### src/rtl/dmem_pkg.sv
// Shared encodings and helpers for the byte-addressed data memory controller.
package dmem_pkg;

  localparam logic [1:0] SZ_BYTE = 2'd0;
  localparam logic [1:0] SZ_HALF = 2'd1;
  localparam logic [1:0] SZ_WORD = 2'd2;

  typedef enum logic [1:0] {
    ST_CLEAR,
    ST_IDLE,
    ST_WAIT,
    ST_RESP
  } state_t;

  typedef struct packed {
    logic        we;
    logic [1:0]  size;
    logic        uns;
    logic [1:0]  off;
    logic [31:0] wdata;
  } req_t;

  function automatic logic misaligned(input logic [1:0] size, input logic [1:0] off);
    case (size)
      SZ_BYTE: misaligned = 1'b0;
      SZ_HALF: misaligned = off[0];
      SZ_WORD: misaligned = |off;
      default: misaligned = 1'b1;
    endcase
  endfunction

  function automatic logic [3:0] lane_be(input logic [1:0] size, input logic [1:0] off);
    case (size)
      SZ_BYTE: lane_be = 4'b0001 << off;
      SZ_HALF: lane_be = 4'b0011 << off;
      default: lane_be = 4'b1111;
    endcase
  endfunction

endpackage

### src/rtl/dmem_be_ram.sv
// Word array with per-byte write enables; synchronous write, asynchronous read, no reset.
module dmem_be_ram #(
  parameter int ADDR_W = 6
) (
  input  logic              clk,
  input  logic [3:0]        we,
  input  logic [ADDR_W-1:0] waddr,
  input  logic [31:0]       wdata,
  input  logic [ADDR_W-1:0] raddr,
  output logic [31:0]       rdata
);

  localparam int DEPTH = 2 ** ADDR_W;

  logic [3:0][7:0] mem [DEPTH];

  always_ff @(posedge clk) begin
    for (int b = 0; b < 4; b++)
      if (we[b]) mem[waddr][b] <= wdata[8*b +: 8];
  end

  assign rdata = mem[raddr];

endmodule

### src/rtl/dmem_ctrl.sv
// Single-outstanding load/store controller: clear sweep after reset, fixed-latency
// access with wait states, lane alignment and sign/zero extension of loads.
module dmem_ctrl
  import dmem_pkg::*;
#(
  parameter int          ADDR_W      = 6,
  parameter int          WAIT_CYCLES = 1,
  parameter logic [31:0] INIT_VAL    = 32'hFFFFFFFF
) (
  input  logic              clk,
  input  logic              rst_n,
  input  logic              req_valid,
  output logic              req_ready,
  input  logic              req_we,
  input  logic [1:0]        req_size,
  input  logic              req_unsigned,
  input  logic [ADDR_W+1:0] req_addr,
  input  logic [31:0]       req_wdata,
  output logic              rsp_valid,
  output logic [31:0]       rsp_rdata,
  output logic              rsp_err
);

  localparam logic [3:0] WAIT_INIT = (WAIT_CYCLES > 0) ? 4'(WAIT_CYCLES - 1) : 4'd0;

  state_t            state;
  logic [ADDR_W-1:0] clr_ptr;
  logic [3:0]        wait_cnt;
  req_t              rq;
  logic [ADDR_W-1:0] rq_idx;
  logic              rq_err;

  req_t              cur;
  logic [ADDR_W-1:0] cur_idx;
  logic              cur_err;
  logic              accept;
  logic              enter_resp;

  logic [3:0]        ram_we;
  logic [ADDR_W-1:0] ram_waddr;
  logic [31:0]       ram_wdata;
  logic [31:0]       ram_rdata;
  logic [31:0]       shifted;
  logic [31:0]       load_val;

  assign accept = req_valid && req_ready && (state == ST_IDLE);

  // With no wait states the commit edge is the accept edge, so use the live request.
  always_comb begin
    cur     = rq;
    cur_idx = rq_idx;
    if (state == ST_IDLE) begin
      cur     = '{we: req_we, size: req_size, uns: req_unsigned,
                  off: req_addr[1:0], wdata: req_wdata};
      cur_idx = req_addr[ADDR_W+1:2];
    end
  end

  assign cur_err    = misaligned(cur.size, cur.off);
  assign rq_err     = misaligned(rq.size, rq.off);
  assign enter_resp = (accept && (WAIT_CYCLES == 0)) ||
                      ((state == ST_WAIT) && (wait_cnt == 4'd0));

  always_comb begin
    ram_we    = 4'b0000;
    ram_waddr = cur_idx;
    case (cur.size)
      SZ_BYTE: ram_wdata = {4{cur.wdata[7:0]}};
      SZ_HALF: ram_wdata = {2{cur.wdata[15:0]}};
      default: ram_wdata = cur.wdata;
    endcase
    if (state == ST_CLEAR) begin
      ram_we    = 4'b1111;
      ram_waddr = clr_ptr;
      ram_wdata = INIT_VAL;
    end else if (enter_resp && cur.we && !cur_err) begin
      ram_we = lane_be(cur.size, cur.off);
    end
  end

  dmem_be_ram #(.ADDR_W(ADDR_W)) u_ram (
    .clk   (clk),
    .we    (ram_we),
    .waddr (ram_waddr),
    .wdata (ram_wdata),
    .raddr (rq_idx),
    .rdata (ram_rdata)
  );

  assign shifted = ram_rdata >> {rq.off, 3'b000};

  always_comb begin
    case (rq.size)
      SZ_BYTE: load_val = {{24{~rq.uns & shifted[7]}}, shifted[7:0]};
      SZ_HALF: load_val = {{16{~rq.uns & shifted[15]}}, shifted[15:0]};
      default: load_val = ram_rdata;
    endcase
  end

  // After RESP the FSM sits one cycle in IDLE with req_ready low while the
  // registered response is on the bus.
  always_ff @(posedge clk or negedge rst_n) begin
    if (!rst_n) begin
      state     <= ST_CLEAR;
      clr_ptr   <= '0;
      wait_cnt  <= '0;
      rq        <= '0;
      rq_idx    <= '0;
      req_ready <= 1'b0;
      rsp_valid <= 1'b0;
      rsp_rdata <= '0;
      rsp_err   <= 1'b0;
    end else begin
      req_ready <= 1'b0;
      rsp_valid <= 1'b0;
      rsp_rdata <= '0;
      rsp_err   <= 1'b0;
      case (state)
        ST_CLEAR: begin
          clr_ptr <= clr_ptr + 1'b1;
          if (&clr_ptr) begin
            state     <= ST_IDLE;
            req_ready <= 1'b1;
          end
        end
        ST_IDLE: begin
          req_ready <= 1'b1;
          if (accept) begin
            rq        <= cur;
            rq_idx    <= cur_idx;
            req_ready <= 1'b0;
            if (WAIT_CYCLES > 0) begin
              state    <= ST_WAIT;
              wait_cnt <= WAIT_INIT;
            end else begin
              state <= ST_RESP;
            end
          end
        end
        ST_WAIT: begin
          if (wait_cnt == 4'd0) state <= ST_RESP;
          else                  wait_cnt <= wait_cnt - 1'b1;
        end
        ST_RESP: begin
          state     <= ST_IDLE;
          rsp_valid <= 1'b1;
          rsp_err   <= rq_err;
          rsp_rdata <= (rq_err || rq.we) ? 32'd0 : load_val;
        end
        default: state <= ST_IDLE;
      endcase
    end
  end

endmodule

### config.mk
export PLATFORM = sky130hd
export DESIGN_NAME = dmem_ctrl
export DESIGN_NICKNAME = d
export VERILOG_FILES = /design/src/rtl/dmem_pkg.sv /design/src/rtl/dmem_be_ram.sv /design/src/rtl/dmem_ctrl.sv
export SDC_FILE = /design/constraint.sdc
export NUM_CORES = 2
export LEC_CHECK = 0
export BUFFER_PORTS_ARGS = -buffer_cell sky130_fd_sc_hd__buf_2
export CAP_MARGIN = 0
export CELL_PAD_IN_SITES_DETAIL_PLACEMENT = 1
export CELL_PAD_IN_SITES_GLOBAL_PLACEMENT = 1
export CORE_MARGIN = 2
export CORE_UTILIZATION = 50
export CTS_CLUSTER_SIZE = 40
export DETAILED_ROUTE_END_ITERATION = 7
export MAX_ROUTING_LAYER = met4
export PLACE_DENSITY = 0.78
export REMOVE_ABC_BUFFERS = 1
export SYNTH_ARGS = -nofsm -noshare
export SYNTH_HDL_FRONTEND = slang
export SYNTH_SLANG_ARGS = --single-unit
export TNS_END_PERCENT = 10
### constraint.sdc
create_clock -name clk -period 13.2 [get_ports clk]
set_input_delay 1.32 -clock clk [delete_from_list [all_inputs] [get_ports clk]]
set_output_delay 1.32 -clock clk [all_outputs]
set_load 0.005 [all_outputs]
==> impl_metrics.yaml <==
critical_path:
  critPathCaptureType: "flop"
  cpLargestDelayFamily: "compound AO/OA/AOI/OAI gates"
  ff2ff_setup_slack_ps: 7810
  worstSetupPathType: "reg2reg"
  timing.critical_path.cells: "buf_4 > buf_4 > mux4_2 > a22oi_1 > o211ai_1 > o211ai_1 > nor2b_1 > a211oi_1 > a31oi_2 > o21ai_0"
  cp-start-kind: "flop"
  crit_path_max_fanout: 59
  path_depth: 10
  critical-path-slowest-cell: "dfrtp_4"
  worst_endpoint_required_time_ps: 13880
  critPathArrivalTime_ps: 6070
  worstPathBufferInverterCount: 2
  ff_to_ff_path_depth: 10
  cp_slowest_stage_delay_ps: 990
die:
  fp-row-count: 150
  die_width_um: 414.9
  design.portCount: 82
  effective_utilization_at_floorplan_pct: 50.42
  fp.dieArea_um2: 172100
  core-area_um2: 167400
  die_h_um: 414.9
route:
  route.antenna.remaining_nets: 0
  avgRoutedWirePerCell_um: 36.65
  detailedRoute.firstPassIterationCount: 8
  detail_route.drc_violations: 0
  post_drt_via_cell_ratio: 6.596
  num_vias: 42970
  wl_um: 238700
  drt_iter0_drc: 6049
clock_network:
  clockBufferDepth: 3
  clk_root_buffer_cell: "clkbuf_16"
  clock_tree_from_tritoncts: "done"
  number_of_buffers_inserted_during_clock_tree_synthesis: 205
  cts_num_sinks: 2139
  clkTransAtPathRegs_ps: 60
  worstSkewPairLatency_ps: 890
  ctsResizeCount: 0
  cts_hold_repair.buffers: 0
  post-cts-setup-buffers: 0
  clock_tree.htree_level_count: 4
sta:
  hold_violations: 0
  totalNegativeSetupSlack_ps: 0
  rsz0062_at_grt: "false"
  finalSetupViolations: 0
  max_slew_margin_pct: 6.319
  timing_max_transition_violations_final: 0
  slew_at_the_pin_with_the_worst_max_slew_slack_ps: 1405
  fin_worst_skew_ps: 71.45
  final_min_period_ps: 5386
  post-route-period-util_pct: 40.80
  max_freq_mhz: 185.7
power_and_ir_drop:
  total_leakage_power_nw: 21.17
  power.density_cell_area_nw_per_um2: 140.1
  max-vdd-ir-drop_mv: 0.1515
final_layout:
  area.growth.synth_to_final_pct: 11.02
  instances_no_fill: 6514
  postLayoutCellArea_um2: 93720
  finalNetCount: 4175
  final_layout_size_suffix_gt1_share_pct: 26.47
job:
  max_cap_violations: 0
global_route:
  first_global_vias: 44500
  grt-ovfl-total: 0
  grt_antenna_before_repair: 12
  grt_max_degree: 108
  globalRouteTotalUtil_pct: 28.74
  first_pass_grt_wire_length_um: 339300
yosys:
  ys_types: 65
  sequential_element_share_of_the_synthesized_area_pct: 75.55
  synth_top_cells_by_area: "edfxtp_1 (73%), mux4_2 (16%), dfrtp_1 (2.7%)"
  ys_seq_elements: 2139
  syn_inst: 3981
  synth_largest_area_cell: "edfxtp_1"
  ys_async_sr_fraction_pct: 4.254
  syn_avg_cell_area_um2: 21.20
  post_synth_top_flop: "edfxtp_1"
  synthDominantCellAreaShare_pct: 72.85
  yosys_warnings: 0
  edff_count_synth: 2048
  syn_area_um2: 84410
place:
  gp_routability_congestion: 0.9719
  place.detailed.hpwl_um: 151500
  port-buffer-count: 81
  place.detailed.instances: 6118
  area_of_placed_instances_um2: 87100
worst_hold_path:
  worstHoldPathType: "in2async"
run_status:
  result_of_the_run: "complete, no violations"
[registers in the layout (all words and copies together) (netlist names)]
signal     flops
u_ram.mem   2048
rq            38
rsp_rdata     32
clr_ptr        6
rq_idx         6
wait_cnt       4
state          2
req_ready      1
rsp_err        1
rsp_valid      1
[per-stage QoR]
stage	hold WS (ps)	setup slack [ps]	utilization [%]	total power, W
3_3_place_gp	467.2	8065	52.03	0.007488
6_report	391.6	7814	55.98	0.01313
4_1_cts	348.9	7870	55.96	0.01317
5_1_grt	399.4	7617	55.97	0.01340
3_5_place_dp	489.7	7896	52.03	0.007488
2_1_floorplan	449.2	-9424	-	0.007465
[per-layer routing]
| layer | vias to the layer above | GRT usage, % | routed length (µm) |
|---|---|---|---|
| li1 | 16820 | - | - |
| met1 | 22850 | 36.53 | 87270 |
| met2 | 2668 | 43.67 | 114100 |
| met3 | 635 | 6.476 | 22560 |
| met4 | 0 | 15.07 | 14790 |
| met5 | - | - | 0 |
[cells in the mapped netlist, types with 4 or more instances]
library cell	n
edfxtp_1	2048
mux4_2	600
nor2_1	302
nand2_1	209
mux2i_1	94
dfrtp_1	91
clkbuf_1	86
a22oi_1	51
buf_2	50
mux2_2	45
o21ai_0	29
buf_6	27
buf_1	26
buf_4	25
o22ai_1	23
a21oi_1	22
nor3_1	22
a21o_1	20
nand2b_1	19
nand3_1	19
a31oi_1	15
a211oi_1	14
nor2b_1	14
inv_1	12
a221oi_1	9
nand4_1	8
ha_1	7
a311o_1	6
and2_1	6
or3_1	6
and3_1	5
nor3b_1	5
o21a_1	5
o221ai_1	5
o211ai_1	4
xnor2_1	4
[worst reg2reg max path, delay by kind of cell, from the launching register on]
kind	cells	cell delay, ps
compound gates	6	1900
buf+inv	2	1680
flops	1	990
mux	1	430
simple gates	1	230
[layout by cell type (no fill, tap or decap), drive strengths merged, types with 8 or more instances in the layout]
cell / n
a31oi: 16
inv: 18
nor2: 302
mux2: 46
nand3: 20
edfxtp: 2048
clkinv: 93
o21ai: 31
a22oi: 52
dfrtp: 91
clkbuf: 261
mux4: 600
a221oi: 9
nor2b: 14
o22ai: 23
nor3: 24
a21oi: 22
nand4: 8
nand2b: 19
bufinv: 16
buf: 150
a21o: 20
a211oi: 14
mux2i: 94
diode: 15
nand2: 209
[cell type report]
class,instances,area [µm²]
sequential,2139,63790
fill,14310,73690
antenna,15,37.54
clock inverter,120,1159
inverter,13,56.30
clock buffer,261,5413
multi-input combinational,1612,19540
timing repair buffer,150,963.4
tap,2204,2758
[cells by family after synthesis]
| family | after synthesis | share of synthesized area (%) |
|---|---|---|
| DFF | 2139 | 75.55 |
| muxes | 740 | 17.74 |
| and+or+nand+nor | 629 | 3.128 |
| AOI/OAI and AO/OA | 230 | 1.924 |
| buffers and inverters | 230 | 1.494 |
| adders and majority gates | 7 | 0.1038 |
| xor gates and xnor gates | 6 | 0.06225 |
[report_power, final]
part           total [W]  internal, W  switching, W
clock network    0.00578      0.00322       0.00256
logic          0.0000237   0.00000554     0.0000181
registers        0.00732      0.00732             0
total             0.0131       0.0105       0.00258
[final timing paths]
path                                       start                 endpoint
max                        rq_idx[1]$_DFFE_PN0P_  rsp_rdata[21]$_DFF_PN0_
min                                        rst_n      rsp_valid$_DFF_PN0_
max reg2reg                rq_idx[1]$_DFFE_PN0P_  rsp_rdata[21]$_DFF_PN0_
min reg2reg                   rq[27]$_DFFE_PN0P_       rq[27]$_DFFE_PN0P_
max in group asynchronous                  rst_n    rq_idx[3]$_DFFE_PN0P_
min in group clk              rq[27]$_DFFE_PN0P_       rq[27]$_DFFE_PN0P_
(Power assumes the default switching activity.)
